### src/rtl/vga_pkg.sv
// Shared timing constants, phase/state enums and phase decode helpers for the
// 640x480@60 VGA raster generator.
package vga_pkg;

    localparam int H_ACTIVE = 640;
    localparam int H_FP     = 16;
    localparam int H_SYNC   = 96;
    localparam int H_BP     = 48;
    localparam int H_TOTAL  = H_ACTIVE + H_FP + H_SYNC + H_BP;

    localparam int V_ACTIVE = 480;
    localparam int V_FP     = 10;
    localparam int V_SYNC   = 2;
    localparam int V_BP     = 33;
    localparam int V_TOTAL  = V_ACTIVE + V_FP + V_SYNC + V_BP;

    typedef enum logic [1:0] {HP_ACT, HP_FP, HP_SYNC, HP_BP} h_phase_e;
    typedef enum logic [1:0] {VP_ACT, VP_FP, VP_SYNC, VP_BP} v_phase_e;
    typedef enum logic {IDLE, RUN} run_state_e;

    // Phase boundaries compared as unsigned 10-bit values, matching the counters.
    function automatic h_phase_e h_phase_of(logic [9:0] h, int act, int fp, int sync);
        if (h < 10'(act))                 return HP_ACT;
        else if (h < 10'(act + fp))       return HP_FP;
        else if (h < 10'(act + fp + sync)) return HP_SYNC;
        else                              return HP_BP;
    endfunction

    function automatic v_phase_e v_phase_of(logic [9:0] v, int act, int fp, int sync);
        if (v < 10'(act))                 return VP_ACT;
        else if (v < 10'(act + fp))       return VP_FP;
        else if (v < 10'(act + fp + sync)) return VP_SYNC;
        else                              return VP_BP;
    endfunction

endpackage

### src/rtl/vga_if.sv
// Raster timing bundle between the timing generator (master) and the
// frame-buffer readout / connector side (slave).
interface vga_if;
    logic       Done640;
    logic [9:0] H_Count_Value;
    logic [9:0] V_Count_Value;
    logic       hsync;
    logic       vsync;
    logic       video_on;
    logic       pix_en;
    logic       frame_start;

    modport master (
        input  Done640,
        output H_Count_Value, V_Count_Value, hsync, vsync, video_on, pix_en, frame_start
    );

    modport slave (
        output Done640,
        input  H_Count_Value, V_Count_Value, hsync, vsync, video_on, pix_en, frame_start
    );
endinterface

### src/rtl/pix_clk_en.sv
// Pixel-rate strobe: one-clock pulse every CLK_DIV clocks while enabled.
// Holding en low keeps the divider at zero, so enabling restarts the phase.
module pix_clk_en #(
    parameter int CLK_DIV = 2
) (
    input  logic clk,
    input  logic rst,
    input  logic en,
    output logic pix_en
);
    localparam int DW = (CLK_DIV > 1) ? $clog2(CLK_DIV) : 1;
    localparam logic [DW-1:0] DIV_LAST = DW'(CLK_DIV - 1);

    logic [DW-1:0] div_q, div_d;

    always_comb begin
        div_d = div_q;
        if (!en || div_q == DIV_LAST) begin
            div_d = '0;
        end else begin
            div_d = div_q + DW'(1);
        end
    end

    always_ff @(posedge clk) begin
        if (rst) begin
            div_q <= '0;
        end else begin
            div_q <= div_d;
        end
    end

    assign pix_en = en && (div_q == DIV_LAST);

endmodule

### src/rtl/vga_timing_gen.sv
// VGA raster timing generator: parks in blanking until Done640, then free-runs
// H/V counters with syncs and flags registered alongside the counts.
module vga_timing_gen
    import vga_pkg::*;
#(
    parameter int CLK_DIV    = 2,
    parameter int H_ACTIVE_P = H_ACTIVE,
    parameter int H_FP_P     = H_FP,
    parameter int H_SYNC_P   = H_SYNC,
    parameter int H_BP_P     = H_BP,
    parameter int V_ACTIVE_P = V_ACTIVE,
    parameter int V_FP_P     = V_FP,
    parameter int V_SYNC_P   = V_SYNC,
    parameter int V_BP_P     = V_BP
) (
    input  logic clk,
    input  logic rst,
    vga_if.master bus
);
    localparam logic [9:0] H_LAST = 10'(H_ACTIVE_P + H_FP_P + H_SYNC_P + H_BP_P - 1);
    localparam logic [9:0] V_LAST = 10'(V_ACTIVE_P + V_FP_P + V_SYNC_P + V_BP_P - 1);

    run_state_e state_q, state_d;
    logic [9:0] h_q, h_d, v_q, v_d;
    logic       hsync_q, hsync_d, vsync_q, vsync_d;
    logic       video_on_q, video_on_d, frame_start_q, frame_start_d;
    logic       run_en, pix_en;
    h_phase_e   h_phase_d;
    v_phase_e   v_phase_d;

    assign run_en = (state_q == RUN);

    pix_clk_en #(.CLK_DIV(CLK_DIV)) u_pix_clk_en (
        .clk    (clk),
        .rst    (rst),
        .en     (run_en),
        .pix_en (pix_en)
    );

    always_comb begin
        state_d = state_q;
        h_d     = h_q;
        v_d     = v_q;

        if (state_q == IDLE && bus.Done640) begin
            state_d = RUN;
        end

        if (pix_en) begin
            if (h_q == H_LAST) begin
                h_d = '0;
                v_d = (v_q == V_LAST) ? '0 : v_q + 10'd1;
            end else begin
                h_d = h_q + 10'd1;
            end
        end

        // Flags decode the next counts so they land in the same clock as the counts.
        h_phase_d     = h_phase_of(h_d, H_ACTIVE_P, H_FP_P, H_SYNC_P);
        v_phase_d     = v_phase_of(v_d, V_ACTIVE_P, V_FP_P, V_SYNC_P);
        hsync_d       = (h_phase_d != HP_SYNC);
        vsync_d       = (v_phase_d != VP_SYNC);
        video_on_d    = (h_phase_d == HP_ACT) && (v_phase_d == VP_ACT);
        frame_start_d = pix_en && (h_d == 10'd0) && (v_d == 10'd0);
    end

    always_ff @(posedge clk) begin
        if (rst) begin
            state_q       <= IDLE;
            h_q           <= H_LAST;
            v_q           <= V_LAST;
            hsync_q       <= 1'b1;
            vsync_q       <= 1'b1;
            video_on_q    <= 1'b0;
            frame_start_q <= 1'b0;
        end else begin
            state_q       <= state_d;
            h_q           <= h_d;
            v_q           <= v_d;
            hsync_q       <= hsync_d;
            vsync_q       <= vsync_d;
            video_on_q    <= video_on_d;
            frame_start_q <= frame_start_d;
        end
    end

    assign bus.H_Count_Value = h_q;
    assign bus.V_Count_Value = v_q;
    assign bus.hsync         = hsync_q;
    assign bus.vsync         = vsync_q;
    assign bus.video_on      = video_on_q;
    assign bus.pix_en        = pix_en;
    assign bus.frame_start   = frame_start_q;

endmodule

### src/flat_wrapper.sv
// flat-port wrapper written by rule: the top's interface ports become plain ports
module vga_timing_gen_flat import vga_pkg::*;
#(
    parameter int CLK_DIV    = 2,
    parameter int H_ACTIVE_P = H_ACTIVE,
    parameter int H_FP_P     = H_FP,
    parameter int H_SYNC_P   = H_SYNC,
    parameter int H_BP_P     = H_BP,
    parameter int V_ACTIVE_P = V_ACTIVE,
    parameter int V_FP_P     = V_FP,
    parameter int V_SYNC_P   = V_SYNC,
    parameter int V_BP_P     = V_BP
)
  (clk, rst, bus_Done640, bus_H_Count_Value, bus_V_Count_Value, bus_hsync, bus_vsync, bus_video_on, bus_pix_en, bus_frame_start);
  vga_if bus_i ();
  input  logic clk;
  input  logic rst;
  input wire logic [$bits(bus_i.Done640)-1:0] bus_Done640;
  output wire logic [$bits(bus_i.H_Count_Value)-1:0] bus_H_Count_Value;
  output wire logic [$bits(bus_i.V_Count_Value)-1:0] bus_V_Count_Value;
  output wire logic [$bits(bus_i.hsync)-1:0] bus_hsync;
  output wire logic [$bits(bus_i.vsync)-1:0] bus_vsync;
  output wire logic [$bits(bus_i.video_on)-1:0] bus_video_on;
  output wire logic [$bits(bus_i.pix_en)-1:0] bus_pix_en;
  output wire logic [$bits(bus_i.frame_start)-1:0] bus_frame_start;
  assign bus_i.Done640 = bus_Done640;
  assign bus_H_Count_Value = bus_i.H_Count_Value;
  assign bus_V_Count_Value = bus_i.V_Count_Value;
  assign bus_hsync = bus_i.hsync;
  assign bus_vsync = bus_i.vsync;
  assign bus_video_on = bus_i.video_on;
  assign bus_pix_en = bus_i.pix_en;
  assign bus_frame_start = bus_i.frame_start;
  vga_timing_gen #(.CLK_DIV(CLK_DIV), .H_ACTIVE_P(H_ACTIVE_P), .H_FP_P(H_FP_P), .H_SYNC_P(H_SYNC_P), .H_BP_P(H_BP_P), .V_ACTIVE_P(V_ACTIVE_P), .V_FP_P(V_FP_P), .V_SYNC_P(V_SYNC_P), .V_BP_P(V_BP_P)) u_core (.clk(clk), .rst(rst), .bus(bus_i));
endmodule
### config.mk
export PLATFORM = sky130hd
export DESIGN_NAME = vga_timing_gen_flat
export DESIGN_NICKNAME = d
export VERILOG_FILES = /design/src/rtl/vga_pkg.sv /design/src/rtl/vga_if.sv /design/src/rtl/pix_clk_en.sv /design/src/rtl/vga_timing_gen.sv /design/src/flat_wrapper.sv
export SDC_FILE = /design/constraint.sdc
export NUM_CORES = 1
export LEC_CHECK = 0
export CAP_MARGIN = 20
export CORE_MARGIN = 2
export CORE_UTILIZATION = 50
export CTS_CLUSTER_SIZE = 24
export DETAILED_ROUTE_END_ITERATION = 6
export PLACE_DENSITY = 0.83
export SLEW_MARGIN = 20
export SYNTH_ARGS = -nofsm -noshare
export SYNTH_HDL_FRONTEND = slang
export SYNTH_SLANG_ARGS = --single-unit
export TNS_END_PERCENT = 5
### constraint.sdc
create_clock -name clk -period 6.8 [get_ports clk]
set_input_delay 1.02 -clock clk [delete_from_list [all_inputs] [get_ports clk]]
set_output_delay 1.02 -clock clk [all_outputs]
set_load 0.005 [all_outputs]
==> summary.md, run 1 <==
Share of final-layout standard cells stronger than drive strength 1: 0.0821. The run gives 0 as the remaining routing DRC violations. The number of global-route vias before repair is 1,227, and the die span in x is 61.1 um.

For the pin with the worst max-slew slack, the measured transition is 0.831 ns. The mean instance size in the synthesized netlist is 8.50 um^2, and the total global-route track usage is 0.205. The post-route core utilization was 0.612.

The run gives 0.0110 ns as the setup skew after layout. The wire length of the first global-routing pass is 5.78 mm, and the number of design-rule violations left by the first detailed-router iteration is 88. The post-synthesis sequential element count came out at 26.

After global routing the overflow that remains totals 0. Number of warnings printed during yosys synthesis: 0. The worst hold path begins at u_core.u_pix_clk_en.div_q$_SDFF_PP0_. The length of the first detailed-routing pass in iterations came out at 4. VDD sags by at most 0.0000776 V. The reg-to-reg startpoint was u_core.bus.H_Count_Value[0]$_SDFF_PP1_.

Before CTS, the worst setup slack after placement is 4.11 ns. Derived from the worst setup path, the maximum achievable clock frequency is 377 MHz. The class of the tightest hold or removal check is register to register. Synthesis produced 192 cells.

The initial core utilization is 0.530, and the initial antenna violation count is 0. The height of the chip is 61.1 um. Dividing the detail-routed wire length by the instance count gives 14.1 um. The tools report the final setup violation count as 0. The root buffer cell chosen for the clock tree is sky130_fd_sc_hd__clkbuf_4.

The tools report the I/O pin total as 28. Setup repair after global routing left no endpoint under its margin. Number of failing hold endpoints at the final stage: 0. Normalized max-slew margin: 0.444. The static power due to leakage is 0.610 nW, and the final worst-path cycle share is 0.390. Number of unique standard cell types used by synthesis: 53. For this run, the leading register cell type out of synthesis is sky130_fd_sc_hd__dfxtp_1.

The logs give 2.50 mm for the post-DP HPWL and 1 for the maximum level of the CTS H-tree. The area overhead of the layout relative to synthesis works out to 15.4%. Launch point of the worst path: u_core.bus.H_Count_Value[0]$_SDFF_PP1_.

The area share of the leading cell type in the synthesized netlist was 0.319. The tools report the post-route antenna net violation count as 0. The clock-pin slew on the worst setup and hold paths was 0.14 ns; the number of rows in the core area was 20. The vias after detailed routing was 1,440. The worst setup path is captured at a register. The setup TNS was 0 ns.

After detailed routing, the number of vias per cell comes to 5.74. The flow ran to the end, and the final reports show no timing, DRC or antenna violations. For the minimum setup slack in the final design, the log shows 4.15 ns. Clock tree synthesis found a total of 26 sinks.

The setup path with the least slack is of type register to register. Final weighted congestion in routability-driven placement: 0.865. After synthesis, the cell types taking the most area are sky130_fd_sc_hd__dfxtp_1 (32%), sky130_fd_sc_hd__nor2_1 (5.5%), sky130_fd_sc_hd__xnor2_1 (4.8%). The worst path needs 2.65 ns of the cycle, external delays included. Counting along the longest clock path gives a buffer depth of 2. The logs give 0.33 ns for the insertion delay of the later-clocked pin in the worst-skew pair and 3 for the number of buffers inserted during clock tree synthesis.

Kind of start point of the critical path: a register. The run gives 215 as the final net count. After synthesis the cells add up to 1630 um^2.

The run gives 0 as the final number of max-transition violations. The repair_antennas step left the layout with diodes totalling 0. After clock tree synthesis, the repair step resized 0 gates.

The count of flip-flops with a built-in enable after synthesis works out to 0. Entering global routing, the biggest net connects 24 pins. The floorplan step defined a core boundary enclosing 3080 um^2.

The overall die area was 3740 um^2. TritonCTS built the clock tree. The layout has 275 filler cells. After clock tree synthesis, the setup repair step added 0 buffers. In this run the power density over the cells is 139 nW/um^2. For the portion of the post-synthesis area used by sequential elements, the log shows 0.319. The maximum fanout encountered on the critical timing path came out at 14. The tools report the net count after synthesis as 198. The fraction of registers with async set or reset after synthesis is 0, and the post-cts hold buffer count is 0. For the total wire length after detailed routing, the log shows 3.53 mm. The tools report the number of max-cap violations as 0. The data arrival time at the worst-slack endpoint came out at 2.89 ns.

The endpoint required time on the critical path was 7.03 ns; the count of input and output buffers was 27. Summed over all instances, the cell type with the most area after synthesis is sky130_fd_sc_hd__dfxtp_1.
## cells in the mapped netlist, types with 2 or more instances
| cell type | n |
|---|---|
| sky130_fd_sc_hd__dfxtp_1 | 26 |
| sky130_fd_sc_hd__and4_1 | 3 |
| sky130_fd_sc_hd__a21o_1 | 2 |
| sky130_fd_sc_hd__nand3_1 | 9 |
| sky130_fd_sc_hd__nor4_1 | 2 |
| sky130_fd_sc_hd__a211o_1 | 3 |
| sky130_fd_sc_hd__a21oi_1 | 8 |
| sky130_fd_sc_hd__ha_1 | 3 |
| sky130_fd_sc_hd__and3_1 | 2 |
| sky130_fd_sc_hd__or3_1 | 2 |
| sky130_fd_sc_hd__o31ai_1 | 4 |
| sky130_fd_sc_hd__clkbuf_1 | 6 |
| sky130_fd_sc_hd__o21ai_0 | 5 |
| sky130_fd_sc_hd__nand2_1 | 15 |
| sky130_fd_sc_hd__a31oi_1 | 2 |
| sky130_fd_sc_hd__buf_2 | 3 |
| sky130_fd_sc_hd__nand4_1 | 4 |
| sky130_fd_sc_hd__inv_1 | 5 |
| sky130_fd_sc_hd__or2_2 | 2 |
| sky130_fd_sc_hd__nor3b_1 | 3 |
| sky130_fd_sc_hd__and4_2 | 3 |
| sky130_fd_sc_hd__xnor2_1 | 9 |
| sky130_fd_sc_hd__buf_6 | 4 |
| sky130_fd_sc_hd__nor3_1 | 5 |
| sky130_fd_sc_hd__xor2_1 | 5 |
| sky130_fd_sc_hd__nand2b_1 | 3 |
| sky130_fd_sc_hd__nand3b_1 | 4 |
| sky130_fd_sc_hd__nor2_1 | 24 |
| sky130_fd_sc_hd__a211oi_2 | 2 |
## worst max-delay path: stages (launching register included)
cell and delay [ns]:
sky130_fd_sc_hd__dfxtp_1 0.48, sky130_fd_sc_hd__ha_1 0.28, sky130_fd_sc_hd__nand2_1 0.16, sky130_fd_sc_hd__nor4_4 0.68
sky130_fd_sc_hd__o21ai_0 0.20, sky130_fd_sc_hd__a21oi_1 0.34, sky130_fd_sc_hd__nand3b_1 0.14, sky130_fd_sc_hd__a2111oi_2 0.30
## metrics by stage
step / instance area [um^2] / std cells / power [mW] / hold WS, ns
6_report: 1880 / 251 / 0.262 / 0.480
3_5_place_dp: 1860 / 248 / 0.199 / 0.459
2_1_floorplan: 1630 / 192 / 0.190 / 0.436
4_1_cts: 1880 / 251 / 0.263 / 0.477
5_1_grt: 1880 / 251 / 0.275 / 0.530
3_3_place_gp: 1860 / 248 / 0.199 / 0.456
## path summary, 6_finish.rpt
kind         cells past startpoint  slack [ns]                                   end
min reg2reg                      1        0.48  u_core.u_pix_clk_en.div_q$_SDFF_PP0_
max reg2reg                      7        4.15     u_core.bus.frame_start$_SDFF_PP0_
max                              7        4.15     u_core.bus.frame_start$_SDFF_PP0_
min                              1        0.48  u_core.u_pix_clk_en.div_q$_SDFF_PP0_
## power breakdown
part	internal (mW)	leakage, nW	switching (mW)
combinational	0.0166	0.385	0.0182
sequential	0.156	0.211	0.00617
clock	0.0208	0.0138	0.0442
## cell type report
cell class              instances  area [um^2]  area share
flip-flops and latches         26          520       0.276
multi-input cells             146          997       0.529
inverters                       5         18.8     0.00996
repair buffers                 27          270       0.143
clock buffers                   3         22.5      0.0120
well taps                      44         55.1      0.0292
## layer usage
metal	up-vias	GRT usage	routed length, um
met2	50	0.292	1540
met4	0	0.0870	44
met3	4	0.0336	204
met1	659	0.305	1740
met5	-	0	0
li1	727	-	-
## placed cells by master (no fill, tap or decap), types with 4 or more instances in the layout
cell / n
sky130_fd_sc_hd__nand3b_1: 4
sky130_fd_sc_hd__clkdlybuf4s50_1: 27
sky130_fd_sc_hd__nand4_1: 4
sky130_fd_sc_hd__nand2_1: 15
sky130_fd_sc_hd__xor2_1: 5
sky130_fd_sc_hd__inv_1: 5
sky130_fd_sc_hd__nor2_1: 24
sky130_fd_sc_hd__o31ai_1: 4
sky130_fd_sc_hd__nor3_1: 5
sky130_fd_sc_hd__o21ai_0: 5
sky130_fd_sc_hd__xnor2_1: 9
sky130_fd_sc_hd__dfxtp_1: 26
sky130_fd_sc_hd__nand3_1: 9
sky130_fd_sc_hd__a21oi_1: 8
## registers in the layout, summed over array words and instances, names as in the netlist
register	flops
u_core.bus.H_Count_Value	10
u_core.bus.V_Count_Value	10
u_core.bus.frame_start	1
u_core.bus.hsync	1
u_core.bus.video_on	1
u_core.bus.vsync	1
u_core.run_en	1
u_core.u_pix_clk_en.div_q	1
## kinds of logic after synthesis
kind of cell,share of synthesized area
AOI/OAI and AO/OA,0.187
xor gates and xnor gates,0.0751
adders and majority gates,0.0230
buffers and inverters,0.0705
DFF,0.319
muxes,0.00613
and+or+nand+nor,0.320
Note: power is estimated with default switching activity, not from simulation.
==> run 2, diff against run 1 <==
==> constraint.sdc (replaced) <==
create_clock -name clk -period 2.5 [get_ports clk]
set_input_delay 0.375 -clock clk [delete_from_list [all_inputs] [get_ports clk]]
set_output_delay 0.375 -clock clk [all_outputs]
set_load 0.005 [all_outputs]
==> run 2 against run 1 <==
Power rose to 3.2 times the previous value. Routed wire length up 13%. Count of clock-buffer cells in the layout unchanged. Utilization up 4.0 points. Cell count up 5.2%. Clock power rose to 4.6 times the previous value. Critical path depth unchanged.
==> summary.md, run 2 (synthesis results as in run 1) <==
Final weighted congestion in routability-driven placement: 0.890 (+2.9%). For the largest net degree at the start of global routing, the log shows 16 (-33%). The maximum ir drop on the vdd rail is 0.000201 V (+160%), and the setup skew after layout is 0.00479 ns (-0.00619 ns). The number of buffers inserted during clock tree synthesis is 3 (unchanged). Total global-route track usage: 0.228 (+0.0234).

Setup repair after global routing left no endpoint under its margin. The power per cell area is 421 nW/um^2 (+200%). The total power came out at 0.844 mW (+220%). The run gives 0 (unchanged) as the post-route antenna net violation count.

The data arrival time at the worst-slack endpoint is 2.56 ns (-0.33 ns), and the final worst-path cycle share is 0.926 (+0.535). The total wire length after detailed routing is 4.01 mm (+13%). The run gives 2.89 mm (+16%) as the post-DP HPWL.

For the static power due to leakage, the log shows 0.684 nW (+12%). The initial core utilization is 0.530 (unchanged), and the number of global-route vias before repair is 1,317 (+7.3%). For the number of diodes added for antenna fixing, the log shows 0 (unchanged). The critical path in this run is classified as register to register. Setup TNS: 0 ns (unchanged). The run gives 2.75 ns (-4.28 ns) as the endpoint required time on the critical path. The run finished with clean final reports. The tools report the wire length of the first global-routing pass as 6.32 mm (+9.3%). Share of final-layout standard cells stronger than drive strength 1: 0.141 (+0.0588).

For the number of failing hold endpoints at the final stage, the log shows 0 (unchanged). The final setup violation count was 0 (unchanged). The overall die area came out at 3740 um^2 (unchanged). The total core area was 3080 um^2 (unchanged); the average routed wire per standard cell was 15.2 um (+7.8%). The tools report the minimum setup slack in the final design as 0.185 ns (-3.96 ns). For the maximum level of the CTS H-tree, the log shows 1 (unchanged).

Slew of the pin with the lowest slew margin: 0.571 ns (-0.260 ns). The library cells used most frequently in the layout, excluding fill and tap cells, are sky130_fd_sc_hd__clkdlybuf4s50_1 (27), sky130_fd_sc_hd__dfxtp_1 (26), sky130_fd_sc_hd__nor2_1 (24). The minimum setup slack after placement came out at 0.107 ns (-4.01 ns).

The final net count is 227 (+5.6%), and the area overhead of the layout relative to synthesis is 22.9%. The worst setup path is captured at a register. The number of design-rule violations left by the first detailed-router iteration came out at 113 (+28%).

The number of max-cap violations was 0 (unchanged); the number of rows in the core area was 20 (unchanged). Insertion delay of the later-clocked pin in the worst-skew pair: 0.33 ns (about the same). The most common cell after layout, fill and taps aside is sky130_fd_sc_hd__clkdlybuf4s50_1.

The final number of max-transition violations is 0 (unchanged), and the total placed cells including tap cells is 256 (+3.2%). The logs give 0 (unchanged) for the sum of overflow across all layers after global routing and 432 MHz (+15%) for the fmax. TritonCTS built the clock tree.

The via density per instance was 5.75 (+0.29%); the number of clock sinks was 26 (unchanged). In this run the worst hold path is classified as register to register. The logs give 0 (unchanged) for the remaining routing DRC violations and 0.616 (+0.172) for the normalized max-slew margin.

The final critical delay including setup and external delays was 2.31 ns (-0.340 ns). The deepest clock path buffer count was 2 (unchanged); the maximum fanout encountered on the critical timing path was 8 (-6). The clock root buffer master is sky130_fd_sc_hd__clkbuf_4. Clock-pin slew on the worst setup and hold paths: 0.15 ns (about the same).

The run gives 4 (unchanged) as the length of the first detailed-routing pass in iterations. The run gives 0 (unchanged) as the initial antenna violation count. The kind of start point of the critical path was a register. The run gives 264 (+5.2%) as the non-filler instance count after layout. The height of the chip works out to 61.1 um (unchanged). The vias after detailed routing came out at 1,519 (+5.5%). The I/O pin total was 28 (unchanged); the die span in x was 61.1 um (unchanged). The count of input and output buffers is 27 (unchanged).
-- run 2: cell count changes in the layout (fill, tap and decap cells not counted) --
cell	delta
sky130_fd_sc_hd__buf_4	+12
sky130_fd_sc_hd__bufinv_16	+1
sky130_fd_sc_hd__ha_1	-1
sky130_fd_sc_hd__ha_2	+1
-- run 2: worst max-delay path, stage by stage (launching register included) --
cell and delay, ns:
sky130_fd_sc_hd__dfxtp_1 0.41, sky130_fd_sc_hd__ha_2 0.24, sky130_fd_sc_hd__nand2_1 0.14, sky130_fd_sc_hd__or4_4 0.63, sky130_fd_sc_hd__nor3_1 0.25, sky130_fd_sc_hd__xnor2_1 0.17, sky130_fd_sc_hd__nand3b_1 0.12, sky130_fd_sc_hd__a2111oi_2 0.27
-- run 2: final timing paths --
kind / start / depth (start not counted) / to / slack (ns)
hold reg to reg: u_core.u_pix_clk_en.div_q$_SDFF_PP0_ / 1 / u_core.u_pix_clk_en.div_q$_SDFF_PP0_ / 0.52
setup / recovery: u_core.bus.H_Count_Value[1]$_SDFF_PP1_ / 7 / u_core.bus.frame_start$_SDFF_PP0_ / 0.19
hold / removal: u_core.u_pix_clk_en.div_q$_SDFF_PP0_ / 1 / u_core.u_pix_clk_en.div_q$_SDFF_PP0_ / 0.52
setup reg to reg: u_core.bus.H_Count_Value[1]$_SDFF_PP1_ / 7 / u_core.bus.frame_start$_SDFF_PP0_ / 0.19
-- run 2: power by group --
| group | internal [mW] | leakage, nW | switching (mW) |
|---|---|---|---|
| sequential | 0.424 | 0.211 | 0.0136 |
| combinational | 0.0529 | 0.445 | 0.0582 |
| clock | 0.162 | 0.0279 | 0.133 |
| total | 0.639 | 0.684 | 0.205 |
-- run 2: area by class of cell --
cell class              instances  area (um^2)
fillers                       262         1070
multi-input cells             146         1000
flip-flops and latches         26          520
repair buffers                 39          360
well taps                      44         55.1
clock inverters                 1         30.0
clock buffers                   3         22.5
inverters                       5         18.8
-- run 2: repair_timing --
item / CTS / global route
hold buffers: 0 / 0
resized for setup: 0 / 1
setup endpoints to repair: 0 / 2
endpoints found under the hold margin: 0 / 0
buffers inserted: 0 / 4
-- run 2: layer usage --
layer	wire, um	vias up	GRT usage
li1	-	752	-
met1	1890	707	0.327
met2	1820	54	0.348
met3	217	6	0.0273
met4	75	0	0.0932
met5	0	-	0
-- run 2: per-stage QoR --
stage | hold WS [ns] | utilization | cell area (um^2)
after floorplan | 0.436 | - | 1630
after global placement | 0.471 | 0.624 | 1920
after detailed placement | 0.482 | 0.624 | 1920
after CTS | 0.502 | 0.641 | 1970
after global routing | 0.520 | 0.652 | 2010
final | 0.517 | 0.652 | 2010
==> run 3, diff against run 2 <==
--- a/config.mk
+++ b/config.mk
@@ -7,11 +7,10 @@
 export LEC_CHECK = 0
 export CAP_MARGIN = 20
 export CORE_MARGIN = 2
-export CORE_UTILIZATION = 50
+export CORE_UTILIZATION = 48
 export CTS_CLUSTER_SIZE = 24
 export DETAILED_ROUTE_END_ITERATION = 6
-export PLACE_DENSITY = 0.83
-export SLEW_MARGIN = 20
+export PLACE_DENSITY = 0.8
 export SYNTH_ARGS = -nofsm -noshare
 export SYNTH_HDL_FRONTEND = slang
 export SYNTH_SLANG_ARGS = --single-unit
==> run 3 against run 2 <==
Clock power about the same. Non-clock buffer count fell by 5. Combinational power hardly changed. Highest routed layer unchanged. Routed wire length is 7.7% lower.
==> summary.md, run 3 (synthesis results as in run 1) <==
The sum of overflow across all layers after global routing came out at 0 (unchanged). The final setup violation count is 0 (unchanged), and the maximum ir drop on the vdd rail is 0.000215 V (+6.8%). The total global-route track usage is 0.200 (-0.0282). The net switching component of the power is 0.206 mW (+0.17%). Total core area: 3310 um^2 (+7.6%). Fraction of power consumed by combinational cells: 0.130 (-0.002).

The worst setup path is launched from a register. For the portion of total power attributed to sequential cells, the log shows 0.516 (-0.002). The power per cell area works out to 427 nW/um^2 (+1.6%). The total non-filler cell area in the finished layout is 1970 um^2 (-1.7%), and the via density per instance is 5.66 (-1.6%). The share of final-layout standard cells stronger than drive strength 1 was 0.126 (-0.0153); the path depth of the worst reg2reg path was 7 (unchanged). The number of design-rule violations left by the first detailed-router iteration was 58 (-49%); the data arrival time at the worst-slack endpoint was 2.55 ns (about the same). STA classifies the critical path endpoint as a register. The tools report the vias after detailed routing as 1,478 (-2.7%). Clock-pin slew on the worst setup and hold paths: 0.15 ns (about the same). Setup repair after global routing left no endpoint under its margin.

Register-to-register path setup slack: 0.18 ns (about the same). Launch point of the worst hold path: u_core.u_pix_clk_en.div_q$_SDFF_PP0_. The library cell used most frequently in the layout, excluding fill and tap cells, is sky130_fd_sc_hd__clkdlybuf4s50_1. Internal power consumption: 0.637 mW (-0.23%).

The post-route core utilization came out at 0.596 (-0.0560). The count of input and output buffers was 27 (unchanged); the overall die area was 3880 um^2 (+3.9%). The run gives 1 (unchanged) as the maximum level of the CTS H-tree.

The tools report the post-DP HPWL as 2.74 mm (-5.2%). The tools report the total wire length after detailed routing as 3.70 mm (-7.7%). In the layout the commonest cells are sky130_fd_sc_hd__clkdlybuf4s50_1 (27), sky130_fd_sc_hd__dfxtp_1 (25), sky130_fd_sc_hd__nor2_1 (24). The run gives 4 (unchanged) as the length of the first detailed-routing pass in iterations. The number of diodes added for antenna fixing is 0 (unchanged). The switching share of power came out at 0.244 (+0.000726).

The logs give 1,333 (+1.2%) for the number of global-route vias before repair and 0 ns (unchanged) for the setup TNS. TritonCTS built the clock tree. Count of cells along the worst hold path: 1 (unchanged).

The delay of the slowest critical-path stage works out to 0.63 ns (about the same). The path class of the tightest hold or removal check is register to register. The reg-to-reg startpoint was u_core.bus.H_Count_Value[1]$_SDFF_PP1_. The logs give 0.655 nW (-4.2%) for the static power due to leakage and 2.74 ns (about the same) for the endpoint required time on the critical path. The maximum fanout encountered on the critical timing path was 8 (unchanged); the wire length of the first global-routing pass was 6.35 mm (+0.54%). Die span in x: 62.3 um (+1.9%). The tools report the number of rows in the core area as 21 (+5.0%).

The run gives 311 (+19%) as the fill cell instance count of the final layout. The final worst-path cycle share works out to 0.926 (about the same). Walking the worst path, the cells encountered are ha_2, nand2_1, or4_4, nor3_1, xnor2_1, nand3b_1, a2111oi_2. The critical path in this run is classified as register to register. The clock root buffer master was sky130_fd_sc_hd__clkbuf_4.

For the insertion delay of the later-clocked pin in the worst-skew pair, the log shows 0.33 ns (about the same). The average routed wire per standard cell works out to 14.2 um (-6.7%). The area overhead of the layout relative to synthesis is 20.8%. The fmax came out at 432 MHz (about the same). The deepest clock path buffer count was 2 (unchanged); the normalized max-slew margin was 0.665 (+0.0492). Final weighted congestion in routability-driven placement: 0.859 (-3.5%). The flow ran to the end, and the final reports show no timing, DRC or antenna violations.

The post-route antenna net violation count came out at 0 (unchanged). In this run the critical register-to-register path is captured at u_core.bus.frame_start$_SDFF_PP0_. The number of buffers and inverters on the critical path works out to 0 (unchanged). The tools report the largest net degree at the start of global routing as 16 (unchanged).

Total placed cells including tap cells: 257 (+0.39%). The share of total power in the clock network was 0.354 (+0.004); the non-filler instance count after layout was 261 (-1.1%). Slowest library cell on the worst path: sky130_fd_sc_hd__or4_4.

In this design, the largest share of critical-path delay is due to simple AND/OR/NAND/NOR gates. The setup skew after layout is 0.00313 ns (-0.00166 ns). The initial core utilization came out at 0.493 (-0.0373). The hold path endpoint is u_core.u_pix_clk_en.div_q$_SDFF_PP0_. The initial antenna violation count is 0 (unchanged). Number of max-cap violations: 0 (unchanged).

The final net count is 222 (-2.2%), and the final critical delay including setup and external delays is 2.32 ns (+0.00153 ns). The tools report the final number of max-transition violations as 0 (unchanged). The logs give 3 (unchanged) for the number of buffers inserted during clock tree synthesis and 0.843 mW (-0.13%) for the total power. The slew of the pin with the lowest slew margin was 0.500 ns (-0.0709 ns); the remaining routing DRC violations was 0 (unchanged). The tools report the number of clock sinks as 26 (unchanged). Post-place instance area: 1920 um^2 (-0.26%). The height of the chip is 62.3 um (+1.9%). The number of failing hold endpoints at the final stage came out at 0 (unchanged). The I/O pin total was 28 (unchanged).
[run 3: timing repair]
| item | CTS | global route |
|---|---|---|
| endpoints found under the hold margin | 0 | 0 |
| setup endpoints to repair | 0 | 1 |
| setup buffers | 0 | 0 |
| hold buffers | 0 | 0 |
| resized for setup | 0 | 2 |
[run 3: power groups by stage]
stage	Combinational [mW]	Sequential (mW)	Clock, mW
2_1_floorplan	0.0733	0.442	0
3_3_place_gp	0.107	0.443	0
3_5_place_dp	0.108	0.444	0
4_1_cts	0.109	0.435	0.302
5_1_grt	0.121	0.437	0.325
6_report	0.109	0.435	0.299
[run 3: per-layer routing]
| layer | GRT usage | wire length (um) | share of wire |
|---|---|---|---|
| met1 | 0.292 | 1810 | 0.49 |
| met3 | 0.0199 | 187 | 0.051 |
| met5 | 0 | 0 | 0 |
| met4 | 0.0833 | 42 | 0.011 |
| met2 | 0.302 | 1660 | 0.45 |
[run 3: worst max path at each step]
stage | endpoint | slack, ns | start | cells past startpoint
6_report | u_core.bus.frame_start$_SDFF_PP0_ | 0.18 | u_core.bus.H_Count_Value[1]$_SDFF_PP1_ | 7
5_1_grt | u_core.bus.frame_start$_SDFF_PP0_ | 0.06 | u_core.bus.H_Count_Value[1]$_SDFF_PP1_ | 7
4_1_cts | u_core.bus.frame_start$_SDFF_PP0_ | 0.11 | u_core.bus.H_Count_Value[1]$_SDFF_PP1_ | 7
3_5_place_dp | u_core.bus.frame_start$_SDFF_PP0_ | 0.14 | u_core.bus.H_Count_Value[1]$_SDFF_PP1_ | 7
3_3_place_gp | u_core.bus.frame_start$_SDFF_PP0_ | 0.26 | u_core.bus.H_Count_Value[1]$_SDFF_PP1_ | 7
2_1_floorplan | u_core.bus.frame_start$_SDFF_PP0_ | 0.21 | u_core.bus.H_Count_Value[0]$_SDFF_PP1_ | 8
[run 3: cell type report]
cell class                 count  area, um^2  share of cell area
tap                           46        57.6              0.0292
inverter                       5        18.8             0.00951
multi-input combinational    146        1000               0.507
sequential                    26         522               0.264
clock inverter                 1        30.0              0.0152
timing repair buffer          34         323               0.164
clock buffer                   3        22.5              0.0114
[run 3: stage by stage]
| step | hold WS, ns | setup WS (ns) |
|---|---|---|
| 4_1_cts | 0.478 | 0.109 |
| 6_report | 0.478 | 0.184 |
| 5_1_grt | 0.521 | 0.0555 |
| 2_1_floorplan | 0.436 | 0.206 |
| 3_5_place_dp | 0.461 | 0.141 |
| 3_3_place_gp | 0.470 | 0.263 |
